**config.mk**
```make
export PLATFORM = sky130hd
export DESIGN_NAME = mips_boot_ctrl
export DESIGN_NICKNAME = d
export VERILOG_FILES = /design/src/rtl/mips_boot_pkg.sv /design/src/rtl/boot_cycle_timer.sv /design/src/rtl/mips_boot_ctrl.sv
export SDC_FILE = /design/constraint.sdc
export NUM_CORES = 1
export LEC_CHECK = 0
export CAP_MARGIN = 20
export CORE_MARGIN = 1
export CORE_UTILIZATION = 33
export CTS_BUF_LIST = sky130_fd_sc_hd__clkbuf_4 sky130_fd_sc_hd__clkbuf_8
export CTS_CLUSTER_DIAMETER = 60
export DETAILED_ROUTE_END_ITERATION = 10
export HOLD_SLACK_MARGIN = 0.1
export PLACE_DENSITY = 0.71
export SLEW_MARGIN = 20
export SYNTH_ARGS = -nofsm -noshare
export SYNTH_HDL_FRONTEND = slang
export SYNTH_SLANG_ARGS = --single-unit
```
**constraint.sdc**
```tcl
create_clock -name clk -period 4.5 [get_ports clk]
set_input_delay 0.675 -clock clk [delete_from_list [all_inputs] [get_ports clk]]
set_output_delay 0.675 -clock clk [all_outputs]
set_load 0.03 [all_outputs]
```
**src/rtl/mips_boot_pkg.sv**
```systemverilog
// Shared types and constants for the MIPS boot/run sequencer.
package mips_boot_pkg;

  typedef enum logic [2:0] {
    IDLE    = 3'd0,
    LOAD    = 3'd1,
    CPU_RST = 3'd2,
    RUN     = 3'd3,
    DONE    = 3'd4
  } boot_state_t;

  // MIPS syscall encoding, used as the default end-of-program marker
  localparam logic [31:0] HALT_SYSCALL = 32'h0000_000C;

  localparam int CH_IMEM = 0;
  localparam int CH_DMEM = 1;
  localparam int CH_REG  = 2;

  function automatic int ch_width(input int n);
    return (n > 1) ? $clog2(n) : 1;
  endfunction

endpackage

```
**src/rtl/boot_cycle_timer.sv**
```systemverilog
// Loadable cycle counter: counts down toward zero or up toward a limit,
// flagging expiry combinationally from the registered count.
module boot_cycle_timer #(
  parameter int W = 32
) (
  input  logic         clk,
  input  logic         reset,
  input  logic         load,
  input  logic [W-1:0] load_val,
  input  logic         en,
  input  logic         up,
  input  logic [W-1:0] limit,
  output logic [W-1:0] count,
  output logic         expired
);

  logic [W-1:0] count_r;

  // Count register; a load takes priority over counting
  always_ff @(posedge clk or posedge reset) begin
    if (reset) begin
      count_r <= '0;
    end else if (load) begin
      count_r <= load_val;
    end else if (en) begin
      count_r <= up ? (count_r + W'(1'b1)) : (count_r - W'(1'b1));
    end
  end

  assign count   = count_r;
  assign expired = up ? (count_r == limit) : (count_r == '0);

endmodule

```
**src/rtl/mips_boot_ctrl.sv**
```systemverilog
// Boot/run sequencer: streams loader words into CPU memories, pulses CPU reset,
// then runs a cycle-budgeted session. Optional BOOT_CHECKSUM_EN drives load_sum.
module mips_boot_ctrl
  import mips_boot_pkg::*;
#(
  parameter int NUM_CH     = 3,
  parameter int ADDR_W     = 10,
  parameter int DATA_W     = 32,
  parameter int RST_CYCLES = 2,
  parameter int MAX_CYCLES = 100,
  parameter logic [DATA_W-1:0] HALT_WORD = DATA_W'(HALT_SYSCALL),
  localparam int CH_W = ch_width(NUM_CH)
) (
  input  logic              clk,
  input  logic              reset,
  input  logic              start,
  input  logic              ld_valid,
  output logic              ld_ready,
  input  logic [CH_W-1:0]   ld_ch,
  input  logic [ADDR_W-1:0] ld_addr,
  input  logic [DATA_W-1:0] ld_data,
  input  logic              ld_last,
  output logic [NUM_CH-1:0] mem_we,
  output logic [ADDR_W-1:0] mem_addr,
  output logic [DATA_W-1:0] mem_wdata,
  output logic              cpu_resetn,
  input  logic [DATA_W-1:0] cpu_instr,
  input  logic              cpu_instr_vld,
  output logic              busy,
  output logic              done,
  output logic              timeout,
  output logic              err_ch,
  output logic [31:0]       cycle_count,
  output logic [DATA_W-1:0] load_sum
);

  localparam logic [CH_W:0] CH_LIMIT = (CH_W + 1)'(NUM_CH);

  boot_state_t state_r, state_nxt_s;

  logic              ld_ready_r, cpu_resetn_r, busy_r, done_r, timeout_r, err_ch_r;
  logic [NUM_CH-1:0] mem_we_r;
  logic [ADDR_W-1:0] mem_addr_r;
  logic [DATA_W-1:0] mem_wdata_r;
  logic              accept_s, ch_ok_s, halt_s, start_ok_s, load_end_s;
  logic              rst_expired_s, run_expired_s;
  logic [31:0]       rst_count_unused_s, run_count_s;

  assign accept_s   = ld_ready_r & ld_valid;
  assign ch_ok_s    = ({1'b0, ld_ch} < CH_LIMIT);
  assign load_end_s = accept_s & ld_last;
  assign start_ok_s = start & ((state_r == IDLE) | (state_r == DONE));
  assign halt_s     = (state_r == RUN) & cpu_instr_vld & (cpu_instr == HALT_WORD);

  // Down-counter holds the CPU in reset for RST_CYCLES cycles after the load
  boot_cycle_timer #(.W(32)) u_rst_timer (
    .clk      (clk),
    .reset    (reset),
    .load     (load_end_s),
    .load_val (32'(RST_CYCLES - 1)),
    .en       (state_r == CPU_RST),
    .up       (1'b0),
    .limit    (32'd0),
    .count    (rst_count_unused_s),
    .expired  (rst_expired_s)
  );

  // Up-counter is the run budget and doubles as cycle_count, frozen outside RUN
  boot_cycle_timer #(.W(32)) u_run_timer (
    .clk      (clk),
    .reset    (reset),
    .load     (start_ok_s),
    .load_val (32'd0),
    .en       (state_r == RUN),
    .up       (1'b1),
    .limit    (32'(MAX_CYCLES - 1)),
    .count    (run_count_s),
    .expired  (run_expired_s)
  );

  // State register
  always_ff @(posedge clk or posedge reset) begin
    if (reset) state_r <= IDLE;
    else       state_r <= state_nxt_s;
  end

  // Next-state logic
  always_comb begin
    state_nxt_s = state_r;
    case (state_r)
      IDLE, DONE: if (start)                         state_nxt_s = LOAD;    else state_nxt_s = state_r;
      LOAD:       if (load_end_s)                    state_nxt_s = CPU_RST; else state_nxt_s = LOAD;
      CPU_RST:    if (rst_expired_s)                 state_nxt_s = RUN;     else state_nxt_s = CPU_RST;
      RUN:        if (halt_s || run_expired_s)       state_nxt_s = DONE;    else state_nxt_s = RUN;
      default:                                       state_nxt_s = IDLE;
    endcase
  end

  // Registered loader writes, status flags and CPU reset, all looking one state ahead
  always_ff @(posedge clk or posedge reset) begin
    if (reset) begin
      ld_ready_r   <= 1'b0;
      cpu_resetn_r <= 1'b0;
      busy_r       <= 1'b0;
      done_r       <= 1'b0;
      timeout_r    <= 1'b0;
      err_ch_r     <= 1'b0;
      mem_we_r     <= '0;
      mem_addr_r   <= '0;
      mem_wdata_r  <= '0;
    end else begin
      ld_ready_r   <= (state_nxt_s == LOAD);
      cpu_resetn_r <= (state_nxt_s == RUN);
      busy_r       <= (state_nxt_s == LOAD) || (state_nxt_s == CPU_RST) || (state_nxt_s == RUN);
      mem_we_r     <= (accept_s && ch_ok_s) ? (NUM_CH'(1'b1) << ld_ch) : '0;
      if (accept_s) begin
        mem_addr_r  <= ld_addr;
        mem_wdata_r <= ld_data;
      end
      if (start_ok_s) begin
        done_r    <= 1'b0;
        timeout_r <= 1'b0;
        err_ch_r  <= 1'b0;
      end else if ((state_r == RUN) && (state_nxt_s == DONE)) begin
        done_r    <= 1'b1;
        timeout_r <= ~halt_s;
      end
      if (accept_s && !ch_ok_s) err_ch_r <= 1'b1;
    end
  end

`ifdef BOOT_CHECKSUM_EN
  logic [DATA_W-1:0] load_sum_r;

  // Running sum of words actually written to a valid channel
  always_ff @(posedge clk or posedge reset) begin
    if (reset)                     load_sum_r <= '0;
    else if (start_ok_s)           load_sum_r <= '0;
    else if (accept_s && ch_ok_s)  load_sum_r <= load_sum_r + ld_data;
  end

  assign load_sum = load_sum_r;
`else
  assign load_sum = '0;
`endif

  assign ld_ready    = ld_ready_r;
  assign mem_we      = mem_we_r;
  assign mem_addr    = mem_addr_r;
  assign mem_wdata   = mem_wdata_r;
  assign cpu_resetn  = cpu_resetn_r;
  assign busy        = busy_r;
  assign done        = done_r;
  assign timeout     = timeout_r;
  assign err_ch      = err_ch_r;
  assign cycle_count = run_count_s;

endmodule

```
==> summary.txt <==
Outcome: finished clean
Unique cell type count in the Yosys netlist: 47
Final Hold Fails: 0
Yosys reg bits: 118
Antenna-violating nets left: 0
Vias in the first global route: 4266
Core Region: 16700 sq um
CTS sink cnt: 118
WL final: 13400 microns
WP data arrival: 2.95 ns
Type of origin of the critical path: flop
Initial DRC Count: 130
Min Tclk post-route: 2.65 ns
Worst-margin pin slew: 1.03 ns
Post-route setup slack: 1.85 ns
Final setup fails: 0
Period utilization: 59.0%
CTS hold repair buffers: 0
Post-Route Setup TNS: 0 ns
Total Routing Usage GR: 15.8%
Post-route DRC: 0
Layout cells sized above 1: 12.8%
Worst Setup End Kind: flop
Die area: 17700 sq um
DP Worst Slack: 1.49 ns
Commonest cells after routing, fill and taps aside: clkdlybuf4s50_1, dfrtp_1, nor2_1
Placed Cells: 898
Die width: 133 microns
Clk_skew: 0.0121 ns
Pin count of the biggest net entering global routing: 62
Netlist Area Pre-Place: 5670 sq um
Sequential-to-total area share from yosys stat: 52.1%
Design Area, Final: 7830 sq um
Kind of critical path: flop to flop
Commonest non-fill, non-tap cell in the layout: clkdlybuf4s50_1
Routed vias/inst: 4.75
Syn_area_per_cell: 10.7 sq um
Post-CTS resize count: 0
Hpwl dp: 9600 microns
Ant. Diodes: 0
Placed inst area: 7430 sq um
Antenna violations before repair: 0
Peak Freq: 377 MHz
Overflow after GRT: 0
Skew-Pair Late Insertion Delay: 0.44 ns
Clock slew at reported path FFs: 0.07 ns
Num CTS Buffers: 17
Fin cells: 930
Post-layout net count: 782
Ys flop type: dfrtp_1
Routed length per instance: 14.4 microns
Yosys warnings: 0
Power Total: 0.00514 W
Via count: 4417
Cell count after synthesis: 530
Max-capacitance violation count: 0
Die H: 133 microns
Leak: 3.20 nW
FFs w/ async S/R, synth: 100%
Cell Rows: 47
CTS max path bufs: 2
H-tree levels: 4
Number of synthesized flops with an enable pin: 0
RSZ-0062 raised after global routing: no
# port buffers: 164
First-pass GRT wire length: 22100 microns
Starting Density: 33.9%
Pre-antenna DRT Iters: 4
GP Congestion: 0.812
Relative slew slack: 29.3%
Max VDD drop: 0.323 mV
Critical Path Fanout Max: 14
TritonCTS clock tree: built
Pins over their slew limit: 0
Setup Fix Bufs, Post-CTS: 0
Worst path required time: 4.79 ns
Layout area overhead: 38.2%
Pwr/cell area: 656 nW/um^2
Ports: 197
Root buf cell: clkbuf_8
Hold crit path type: flop to flop
[cell usage after synthesis (all sizes together), types with 2 or more instances]
cell	instances	share of area (%)
and4	5	0.77
o21ai	12	1.1
nand2	30	2.0
a211oi	2	0.26
and3	3	0.33
buf	35	4.5
nor3	14	1.2
nand4	12	1.3
a21oi	11	0.97
dfrtp	118	52
nand2b	2	0.22
nor4b	3	0.46
nand3	17	1.5
or3b	2	0.35
and2	4	0.44
clkbuf	15	0.99
or2	4	0.44
inv	9	0.60
nor2b	2	0.22
or4	8	1.1
nor2	61	4.0
nor3b	7	1.0
nor4	31	3.5
or4b	2	0.35
a2111oi	2	0.42
or3	13	1.5
o211ai	2	0.26
mux2	42	8.3
ha	3	0.66
xor2	22	3.4
nand4b	2	0.31
xnor2	28	4.3
[area by class of cell]
| cell class | instances | area [sq um] |
|---|---|---|
| Clock buffer | 21 | 277 |
| Sequential cell | 118 | 2950 |
| Timing Repair Buffer | 167 | 1680 |
| Inverter | 9 | 36.3 |
| Tap cell | 220 | 275 |
| Multi-Input combinational cell | 384 | 2490 |
| Fill cell | 1560 | 8870 |
| Clock inverter | 11 | 126 |
[kinds of logic (layout without fill, tap and decap cells)]
family / count (synthesis) / count (layout) / synth area share, %
AND/OR/NAND/NOR: 224 / 224 / 21.4
flip-flops: 118 / 118 / 52.1
buffers and inverters: 59 / 208 / 6.09
XOR/XNOR: 50 / 50 / 7.72
multiplexers: 42 / 42 / 8.34
AO/OA/AOI/OAI: 33 / 33 / 3.64
adder cells (fa/ha/maj): 3 / 3 / 0.662
other: 1 / 32 / 0.0661
[registers in the layout (all words and copies together) (netlist names)]
register	cells
mem_wdata	32
u_rst_timer.count	32
u_run_timer.count	32
mem_addr	10
mem_we	3
state_r	3
busy	1
cpu_resetn	1
done	1
err_ch	1
ld_ready	1
timeout	1
[power breakdown]
part           leakage (nW)  switching, W  internal, W
clock network         0.195      0.000432     0.000533
logic                  1.53       0.00126      0.00101
registers              1.47      0.000416      0.00150
[metal layers]
| layer | track usage (%) | routed length [microns] | vias to the layer above |
|---|---|---|---|
| li1 | - | - | 2135 |
| met1 | 19.9 | 5750 | 2130 |
| met2 | 25.5 | 6720 | 125 |
| met3 | 3.72 | 583 | 27 |
| met4 | 7.54 | 338 | 0 |
| met5 | 0 | 0 | - |
[worst max-delay path, stage by stage (launching register included)]
cell,delay (ns)
dfrtp_1,0.58
nand3b_1,0.30
nor4_2,0.76
or4b_2,0.66
xor2_1,0.16
nor2_1,0.05
[path summary, 6_finish.rpt]
kind	startpoint	end	slack (ns)	cells after the start
max in group asynchronous	reset	u_rst_timer.count[6]	3.00	3
min reg2reg	mem_addr[6]	mem_addr[6]	0.50	1
min in group asynchronous	reset	u_run_timer.count[4]	0.72	2
min	mem_addr[6]	mem_addr[6]	0.50	1
max	state_r[0]	u_run_timer.count[31]	1.85	5
max reg2reg	state_r[0]	u_run_timer.count[31]	1.85	5
[per-stage QoR]
step | utilization [%] | hold WS, ns
after detailed placement | 44.5 | 0.492
final | 46.9 | 0.504
after global routing | 46.9 | 0.521
after global placement | 44.5 | 0.485
after CTS | 46.9 | 0.508
after floorplan | - | 0.496
Power figures use the tool's default switching activity.
